[config.mk]
export PLATFORM = sky130hd
export DESIGN_NAME = input_conditioner
export DESIGN_NICKNAME = d
export VERILOG_FILES = /design/src/rtl/input_conditioner_pkg.sv /design/src/rtl/input_conditioner_debounce_channel.sv /design/src/rtl/input_conditioner.sv
export SDC_FILE = /design/constraint.sdc
export NUM_CORES = 1
export LEC_CHECK = 0
export ABC_AREA = 0
export BUFFER_PORTS_ARGS = -buffer_cell sky130_fd_sc_hd__buf_2
export CORE_MARGIN = 5
export CORE_UTILIZATION = 40
export CTS_BUF_LIST = sky130_fd_sc_hd__clkbuf_4 sky130_fd_sc_hd__clkbuf_8 sky130_fd_sc_hd__clkbuf_16
export DETAILED_ROUTE_END_ITERATION = 6
export PLACE_DENSITY = 0.65
export SYNTH_ARGS = -nofsm -noshare
export SYNTH_HDL_FRONTEND = slang
export SYNTH_SLANG_ARGS = --single-unit
[constraint.sdc]
create_clock -name clock_50 -period 2.97 [get_ports clock_50]
set_clock_uncertainty 0.2 [all_clocks]
set_input_delay 0.7425 -clock clock_50 [delete_from_list [all_inputs] [get_ports clock_50]]
set_output_delay 0.7425 -clock clock_50 [all_outputs]
set_load 0.03 [all_outputs]
[src/rtl/input_conditioner_pkg.sv]
// -----------------------------------------------------------------------------
// input_conditioner_pkg
//
// Shared constants for the board input conditioner: clock rate, debounce and
// auto-repeat timing defaults, default pin polarity mask and channel indices.
//
// Optional feature macro: INPUT_CONDITIONER_REPEAT_EN (auto-repeat on press).
// The repeat timing defaults below are harmless when the macro is undefined.
// -----------------------------------------------------------------------------
package input_conditioner_pkg;

    localparam int CLK_HZ      = 50_000_000;
    localparam int DEBOUNCE_MS = 20;

    // Number of cycles a changed input must stay stable before it is accepted.
    localparam int DEBOUNCE_CYCLES_DEFAULT = (CLK_HZ / 1000) * DEBOUNCE_MS;

    // Auto-repeat timing: 500 ms to the first repeat, then every 200 ms.
    localparam int REPEAT_DELAY_DEFAULT  = 25_000_000;
    localparam int REPEAT_PERIOD_DEFAULT = 10_000_000;

    localparam int N_IN_DEFAULT = 5;

    // Keys are wired active-low, the enter switch is active-high.
    localparam logic [N_IN_DEFAULT-1:0] ACTIVE_LOW_MASK_DEFAULT = 5'b01111;

    // Channel positions within raw_in / level / press / release_pulse.
    typedef enum logic [2:0] {
        CH_KEY0  = 3'd0,
        CH_KEY1  = 3'd1,
        CH_KEY2  = 3'd2,
        CH_KEY3  = 3'd3,
        CH_ENTER = 3'd4
    } channel_e;

endpackage

[src/rtl/input_conditioner_debounce_channel.sv]
// -----------------------------------------------------------------------------
// debounce_channel
//
// One input bit: polarity normalisation, 2-flop synchronizer, counter-based
// debouncer and registered edge detector, plus optional auto-repeat.
//
// Optional feature macro: INPUT_CONDITIONER_REPEAT_EN. When defined, a hold
// counter re-fires press after REPEAT_DELAY cycles of continuous assertion and
// then every REPEAT_PERIOD cycles until the input is released.
//
// Ports:
//   clock_50      in   system clock
//   reset         in   synchronous, active-high reset
//   raw           in   asynchronous pin level
//   level         out  debounced state, 1 = asserted
//   press         out  one-cycle pulse on accepted 0->1 (and repeats)
//   release_pulse out  one-cycle pulse on accepted 1->0
//                      (named this way because `release` is a reserved word)
// -----------------------------------------------------------------------------
module debounce_channel
    import input_conditioner_pkg::*;
#(
    parameter bit ACTIVE_LOW      = 1'b0,
    parameter int DEBOUNCE_CYCLES = DEBOUNCE_CYCLES_DEFAULT,
    parameter int REPEAT_DELAY    = REPEAT_DELAY_DEFAULT,
    parameter int REPEAT_PERIOD   = REPEAT_PERIOD_DEFAULT
) (
    input  logic clock_50,
    input  logic reset,
    input  logic raw,
    output logic level,
    output logic press,
    output logic release_pulse
);

    localparam int CW = $clog2(DEBOUNCE_CYCLES);
    localparam logic [CW-1:0] CNT_LAST = CW'(DEBOUNCE_CYCLES - 1);

    // Reject parameter sets the counters cannot represent.
    if (DEBOUNCE_CYCLES < 2 || REPEAT_DELAY < 1 || REPEAT_PERIOD < 1) begin : g_param_check
        $error("debounce_channel: illegal timing parameter");
    end

    logic          s1;
    logic          s2;
    logic [CW-1:0] cnt;
    logic          accept;

    // The synchronized input has differed from level for the full window.
    assign accept = (s2 != level) && (cnt == CNT_LAST);

`ifdef INPUT_CONDITIONER_REPEAT_EN
    localparam int HOLD_MAX = (REPEAT_DELAY > REPEAT_PERIOD) ? REPEAT_DELAY : REPEAT_PERIOD;
    localparam int HW       = (HOLD_MAX > 1) ? $clog2(HOLD_MAX) : 1;
    localparam logic [HW-1:0] DELAY_LAST  = HW'(REPEAT_DELAY - 1);
    localparam logic [HW-1:0] PERIOD_LAST = HW'(REPEAT_PERIOD - 1);

    logic [HW-1:0] hold;
    logic          repeating;
    logic [HW-1:0] hold_last;

    // First repeat waits the long delay, later ones the shorter period.
    assign hold_last = repeating ? PERIOD_LAST : DELAY_LAST;
`endif

    // Synchronizer, debounce counter and edge pulses. Normalising polarity
    // ahead of s1 makes every register reset to the inactive state, so
    // reset itself never looks like an actuation.
    always_ff @(posedge clock_50) begin
        if (reset) begin
            s1            <= 1'b0;
            s2            <= 1'b0;
            cnt           <= '0;
            level         <= 1'b0;
            press         <= 1'b0;
            release_pulse <= 1'b0;
        end else begin
            s1            <= raw ^ ACTIVE_LOW;
            s2            <= s1;
            press         <= 1'b0;
            release_pulse <= 1'b0;
            if (s2 == level) begin
                cnt <= '0;
            end else if (accept) begin
                cnt           <= '0;
                level         <= s2;
                press         <= s2;
                release_pulse <= ~s2;
            end else begin
                cnt <= cnt + 1'b1;
            end
`ifdef INPUT_CONDITIONER_REPEAT_EN
            // A repeat landing on the release cycle is dropped so press and
            // release are never high together.
            if (!level) begin
                hold      <= '0;
                repeating <= 1'b0;
            end else if (hold == hold_last) begin
                hold      <= '0;
                repeating <= 1'b1;
                if (!accept) begin
                    press <= 1'b1;
                end
            end else begin
                hold <= hold + 1'b1;
            end
`endif
        end
`ifdef INPUT_CONDITIONER_REPEAT_EN
        if (reset) begin
            hold      <= '0;
            repeating <= 1'b0;
        end
`endif
    end

endmodule

[src/rtl/input_conditioner.sv]
// -----------------------------------------------------------------------------
// input_conditioner
//
// Cleans up the raw board inputs (key[3:0] active-low, sw[0] enter
// active-high) for the game controller: one independent debounce_channel per
// input, producing a normalised level and one-cycle press/release pulses.
//
// Optional feature macro: INPUT_CONDITIONER_REPEAT_EN (auto-repeat press
// while an input is held).
//
// Ports:
//   clock_50      in   [1]     50 MHz system clock
//   reset         in   [1]     synchronous, active-high reset
//   raw_in        in   [N_IN]  asynchronous pin levels
//   level         out  [N_IN]  debounced state, 1 = asserted
//   press         out  [N_IN]  one-cycle pulse on accepted press (and repeats)
//   release_pulse out  [N_IN]  one-cycle pulse on accepted release
// -----------------------------------------------------------------------------
module input_conditioner
    import input_conditioner_pkg::*;
#(
    parameter int              N_IN            = N_IN_DEFAULT,
    parameter logic [N_IN-1:0] ACTIVE_LOW_MASK = N_IN'(ACTIVE_LOW_MASK_DEFAULT),
    parameter int              DEBOUNCE_CYCLES = DEBOUNCE_CYCLES_DEFAULT,
    parameter int              REPEAT_DELAY    = REPEAT_DELAY_DEFAULT,
    parameter int              REPEAT_PERIOD   = REPEAT_PERIOD_DEFAULT
) (
    input  logic            clock_50,
    input  logic            reset,
    input  logic [N_IN-1:0] raw_in,
    output logic [N_IN-1:0] level,
    output logic [N_IN-1:0] press,
    output logic [N_IN-1:0] release_pulse
);

    // Channels share nothing but clock and reset, so simultaneous
    // actuations produce simultaneous pulses.
    for (genvar g = 0; g < N_IN; g++) begin : g_channel
        debounce_channel #(
            .ACTIVE_LOW      (ACTIVE_LOW_MASK[g]),
            .DEBOUNCE_CYCLES (DEBOUNCE_CYCLES),
            .REPEAT_DELAY    (REPEAT_DELAY),
            .REPEAT_PERIOD   (REPEAT_PERIOD)
        ) u_channel (
            .clock_50      (clock_50),
            .reset         (reset),
            .raw           (raw_in[g]),
            .level         (level[g]),
            .press         (press[g]),
            .release_pulse (release_pulse[g])
        );
    end

endmodule

**Word-level counts from Yosys, hierarchy flattened**

Index checks and enable logic that the tools add are counted.

- Add/sub/neg operators: 5
- Multipliers: 0
- Div/mod/pow operators: 0
- Magnitude comparators: 0
- Eq/ne operators: 15
- Shift-type cells: 0
- Mux-type cells: 0
- Bitwise operators: 19
- Reductions and logical operators: 20

Operators by type and width:

| operator | number |
|---|---|
| $add A20 B1 Y20 const B | 5 |
| $eq A20 B20 Y1 const B | 5 |
| $reduce_or A3 Y1 | 10 |
| $not A1 Y1 | 19 |
| $reduce_and A2 Y1 | 5 |
| $eq A1 B1 Y1 | 5 |
| $logic_and A1 B1 Y1 | 5 |
| $ne A1 B1 Y1 | 5 |

- Flip-flop bits (word level): 125
- Bits in latches: 0
- Memory bits (writable): 0
- Bits in read-only memories: 0
- Output and inout port bits: 15
- Word-level logic and storage cells: 89
- Memories: 0

**Longest topological paths before layout**

- Word-level depth: 4
- Mapped depth: 7

**Hierarchy**

A second synthesis with hierarchy kept.

- Cell total of the unflattened synthesis: 585
- Area total of the unflattened synthesis: 5413.9 µm²

Modules (own cells, without submodules):

| module | times used | cells an instance | area each (µm²) | sequential area each (µm²) |
|---|---|---|---|---|
| debounce_channel at g_channel[0].u_channel ... | 4 | 117 | 1083.5 | 500.5 |
| debounce_channel at g_channel[4].u_channel | 1 | 117 | 1079.8 | 500.5 |

**Worst setup path after synthesis**

No wires, ideal clock.

- Kind: reg2reg
- From: reg g_channel[4].u_channel.cnt[0]
- To: reg g_channel[4].u_channel.cnt[10]
- Library setup time: 0.115 ns
- Arrival time: 1.905 ns
- Required time: 2.655 ns
- Slack: 0.750 ns
- Cell stages (with the launch flop): 7
- Buffers on the path: 1
- Clock period less this slack: 2.220 ns
- Cell sequence: dfxtp_1 ha_1 nand3_1 or4_4 o21ai_2 buf_4 nor2_1

- Longest elaborated chain between the ends: 3
- Elaborated cells between the ends (all ways): 4

RTL lines:

| what | RTL line | RTL |
|---|---|---|
| start, declared | input_conditioner_debounce_channel.sv:46 | `logic [CW-1:0] cnt;` |
| start signal, assigned | input_conditioner_debounce_channel.sv:90 | `cnt <= cnt + 1'b1;` |
| branches (longest 3 deep; another with $add A20 B1 Y20) | - |  |

Several ways; the timed one is not identified.
A chain may end at the register's enable or synchronous reset.

**Worst setup path in the final report**

- From: reg g_channel[3].u_channel.cnt[0]
- To: reg g_channel[3].u_channel.cnt[18]

- Longest elaborated chain between the ends: 3
- Elaborated cells between the ends (all ways): 4

RTL lines:

| what | RTL line |
|---|---|
| start, declared | input_conditioner_debounce_channel.sv:46 |
| start signal, assigned | input_conditioner_debounce_channel.sv:90 |
| branches (longest 3 deep; another with $add A20 B1 Y20) | - |

Several ways; the timed one is not identified.

==> out/metrics.csv <==
stage,metric,value,unit
floorplan,initial_core_util,0.409,
grt,grt_start_max_net_pins,20,
pwr,irDropWorstVdd,0.000429,V
route,drtAntennaViolNets,0,
timing,finalCritPeriodShare,0.791,
setup_path,timing.setup.critical_path_class,reg2reg,
timing,number_of_setup_violations_in_the_final_report,0,
setup_path,max_stage_delay,0.71,ns
cts,post_cts_buffers,0,
floorplan,die_area,0.0160,mm^2
route,avgViaCountPerCell,5.19,
cts,clk_latency,0.42,ns
pwr,power-per-cell-area,616,mW/mm^2
timing,fin_worst_hold_slack,0.240,ns
final_layout,final-seq-area,0.00250,mm^2
timing,setup-tns-final,0,ns
setup_path,timing.critical_path.from_type,flop,
route,drt_iter0_drc,298,
final_layout,drive_gt1_frac,0.120,
cts,cts_buffers,17,
setup_path,startpoint,g_channel[3].u_channel.cnt[0],
cts,cts_max_level,4,
cts,cts-root-to-sink-buffers,2,
yosys,synth_area_per_cell,8.86,um^2
yosys,largest_cells_by_area_after_synthesis,"dfxtp_1 46%, xnor2_1 8.1%, nor2_1 6.0%, nand3_1 3.0%, xor2_1 2.9%",
final_layout,multi_input_gate_area,0.00266,mm^2
timing,worst_pin_slew,0.710,ns
placement,port-buffer-count,21,
pwr,power.leakage,1.90,nW
grt,number_of_global_route_vias_before_repair,4060,
final_layout,fillers,1255,
final_layout,area_delta_synth_final,14.5,%
cts,clk_pin_slew_worst_paths,0.05,ns
floorplan,placement_rows,42,
yosys,synth.distinct_cells,41,
hold_path,hold_start,g_channel[1].u_channel.s1,
route,detailedRoute.firstPassIterationCount,4,
route,wire_per_inst,12.9,um
yosys,synth-seq-area-share,0.461,
setup_path,critPathArrivalTime,2.50,ns
setup_path,worst_ep_required_time,3.12,ns
setup_path,critPathMaxFanout,7,
yosys,yosys.area.top_type,dfxtp_1,
setup_path,worstReg2RegStart,g_channel[3].u_channel.cnt[0],
setup_path,critical-path-slowest-cell,or4_1,
final_layout,diode_count,0,
yosys,ys_ff_latch,125,
floorplan,io_pins,22,
hold_path,class_of_the_worst_hold_path,reg2reg,
floorplan,core_area,0.0133,mm^2
status,result_of_the_run,"finished, final reports clean",
route,number_of_design_rule_violations_left_after_detail_routing,0,
floorplan,die_width,127,um
yosys,synth-warning-count,0,
floorplan,vertical_die_dimension,127,um
placement,detailed_place_hpwl,7.42,mm
placement,gp_congestion,0.819,
setup_path,critPathMostFrequentCell,or4_1,
route,wl,10.6,mm
grt,globalRouteOverflowTotal,0,
cts,cts_tree,yes,
final_layout,design.final.nets,640,
setup_path,setup.worst_path.end_class,flop,
route,detailroute.via_count,4241,
cts,cts.hold.buffers_added,0,
yosys,netlist_instances,613,
setup_path,path_cells,"ha_1, nand3_1, or4_1, or4_1, a21oi_1",
grt,grt_overall_usage,0.138,
yosys,syn_nets,625,
yosys,yosysTopAreaCellShare,0.461,
pwr,power,0.00383,W
cts,post_cts_resized,0,
yosys,synth_area,0.00543,mm^2
cts,clk_root_buffer_cell,clkbuf_16,
timing,drv_slew,0,
timing,relative_slew_slack,0.522,
timing,fmax,0.426,GHz
timing,finalHoldViolCount,0,
grt,number_of_antenna_violations_at_the_first_check_in_global_routing,0,
run,max_cap_violations,0,
timing,min_period,2.35,ns
cts,tritoncts_num_sinks,125,
grt,grt_pass1_wl,18.3,mm
timing,rsz0062_at_grt,no,
[per-layer routing]
layer,GRT usage,vias up,part of all wire,routed length (um)
met5,0,-,0,0
met4,0.0656,0,0.020,215
met3,0.0467,19,0.038,397
met2,0.222,51,0.47,5020
met1,0.166,1996,0.47,4940
li1,-,2175,-,-
[final timing paths]
check / to / slack (ns) / cells past startpoint
worst max-delay path: g_channel[3].u_channel.cnt[18] / 0.62 / 5
worst min-delay path: g_channel[1].u_channel.s2 / 0.24 / 1
worst max register to register: g_channel[3].u_channel.cnt[18] / 0.62 / 5
worst min register to register: g_channel[1].u_channel.s2 / 0.24 / 1
[power by group]
part,switching (W),internal (W)
logic,0.0000246,0.0000136
clock network,0.000711,0.00139
registers,0.00000655,0.00169
[sequential cells by signal (all words and copies together) (netlist names)]
| name | flops |
|---|---|
| g_channel.u_channel.cnt | 100 |
| g_channel.u_channel.s2 | 5 |
| g_channel.u_channel.release_pulse | 5 |
| g_channel.u_channel.press | 5 |
| g_channel.u_channel.level | 5 |
| g_channel.u_channel.s1 | 5 |
[cells in the final DEF (no fill, tap or decap), types with 4 or more instances in the layout]
cell,n
a21oi_1,31
and3_1,9
and4_1,4
buf_2,21
buf_4,6
clkbuf_16,17
clkbuf_8,6
clkinv_2,4
dfxtp_1,125
ha_1,5
inv_1,21
nand2_1,32
nand3_1,33
nand4_1,20
nor2_1,87
nor2b_1,6
nor3_1,14
nor4_1,23
nor4b_1,6
o21ai_0,22
o31ai_1,8
or2_2,6
or3_1,20
or4_1,16
or4b_1,4
xnor2_1,50
xor2_1,18
[stage by stage]
| stage | area, um^2 | utilization | instances | setup WS, ns |
|---|---|---|---|---|
| floorplan | 5430 | - | 613 | 0.750 |
| global placement | 5610 | 0.422 | 785 | 0.704 |
| detailed placement | 5610 | 0.422 | 785 | 0.622 |
| CTS | 6220 | 0.468 | 817 | 0.625 |
| global route | 6220 | 0.468 | 817 | 0.496 |
| finish | 6220 | 0.468 | 817 | 0.621 |
[synthesized netlist by cell type]
library cell,number
a21oi_1,31
a31o_2,1
and2_1,2
and3_1,9
and4_1,4
buf_4,17
buf_6,2
clkbuf_1,12
dfxtp_1,125
ha_1,5
inv_1,21
nand2_1,32
nand2b_1,1
nand3_1,33
nand4_1,20
nand4_4,1
nand4b_1,2
nand4bb_1,1
nor2_1,87
nor2b_1,6
nor3_1,14
nor3b_1,1
nor4_1,23
nor4b_1,6
o21a_1,1
o21ai_0,22
o21ai_1,1
o21ai_2,2
o21ai_4,1
o21ba_2,1
o21bai_4,1
o31ai_1,8
or2_1,1
or2_2,6
or3_1,20
or3b_2,2
or4_1,16
or4_4,3
or4b_1,4
xnor2_1,50
xor2_1,18
[layout make-up]
cell class              count  area share
clock inverters             6      0.0129
flip-flops and latches    125       0.402
inverters                  21      0.0127
well taps                 176      0.0354
multi-input cells         436       0.427
clock buffers              26      0.0853
repair buffers             27      0.0241
[critical path: cells and delay by family, from the launching register on]
kind | cells | cell delay [ns]
AO/OA/AOI/OAI | 1 | 0.14
flip-flops | 1 | 0.37
AND/OR/NAND/NOR | 3 | 1.35
adder cells (fa/ha/maj) | 1 | 0.21
[kinds of logic (layout without fill, tap and decap cells)]
family / count (synthesis) / after routing / synth area share
AO/OA/AOI/OAI: 69 / 69 / 0.0753
adder cells (fa/ha/maj): 5 / 5 / 0.0115
flip-flops: 125 / 125 / 0.461
XOR/XNOR: 68 / 68 / 0.110
buffers and inverters: 52 / 80 / 0.0504
AND/OR/NAND/NOR: 294 / 294 / 0.292
Note: power is estimated with default switching activity, not from simulation.
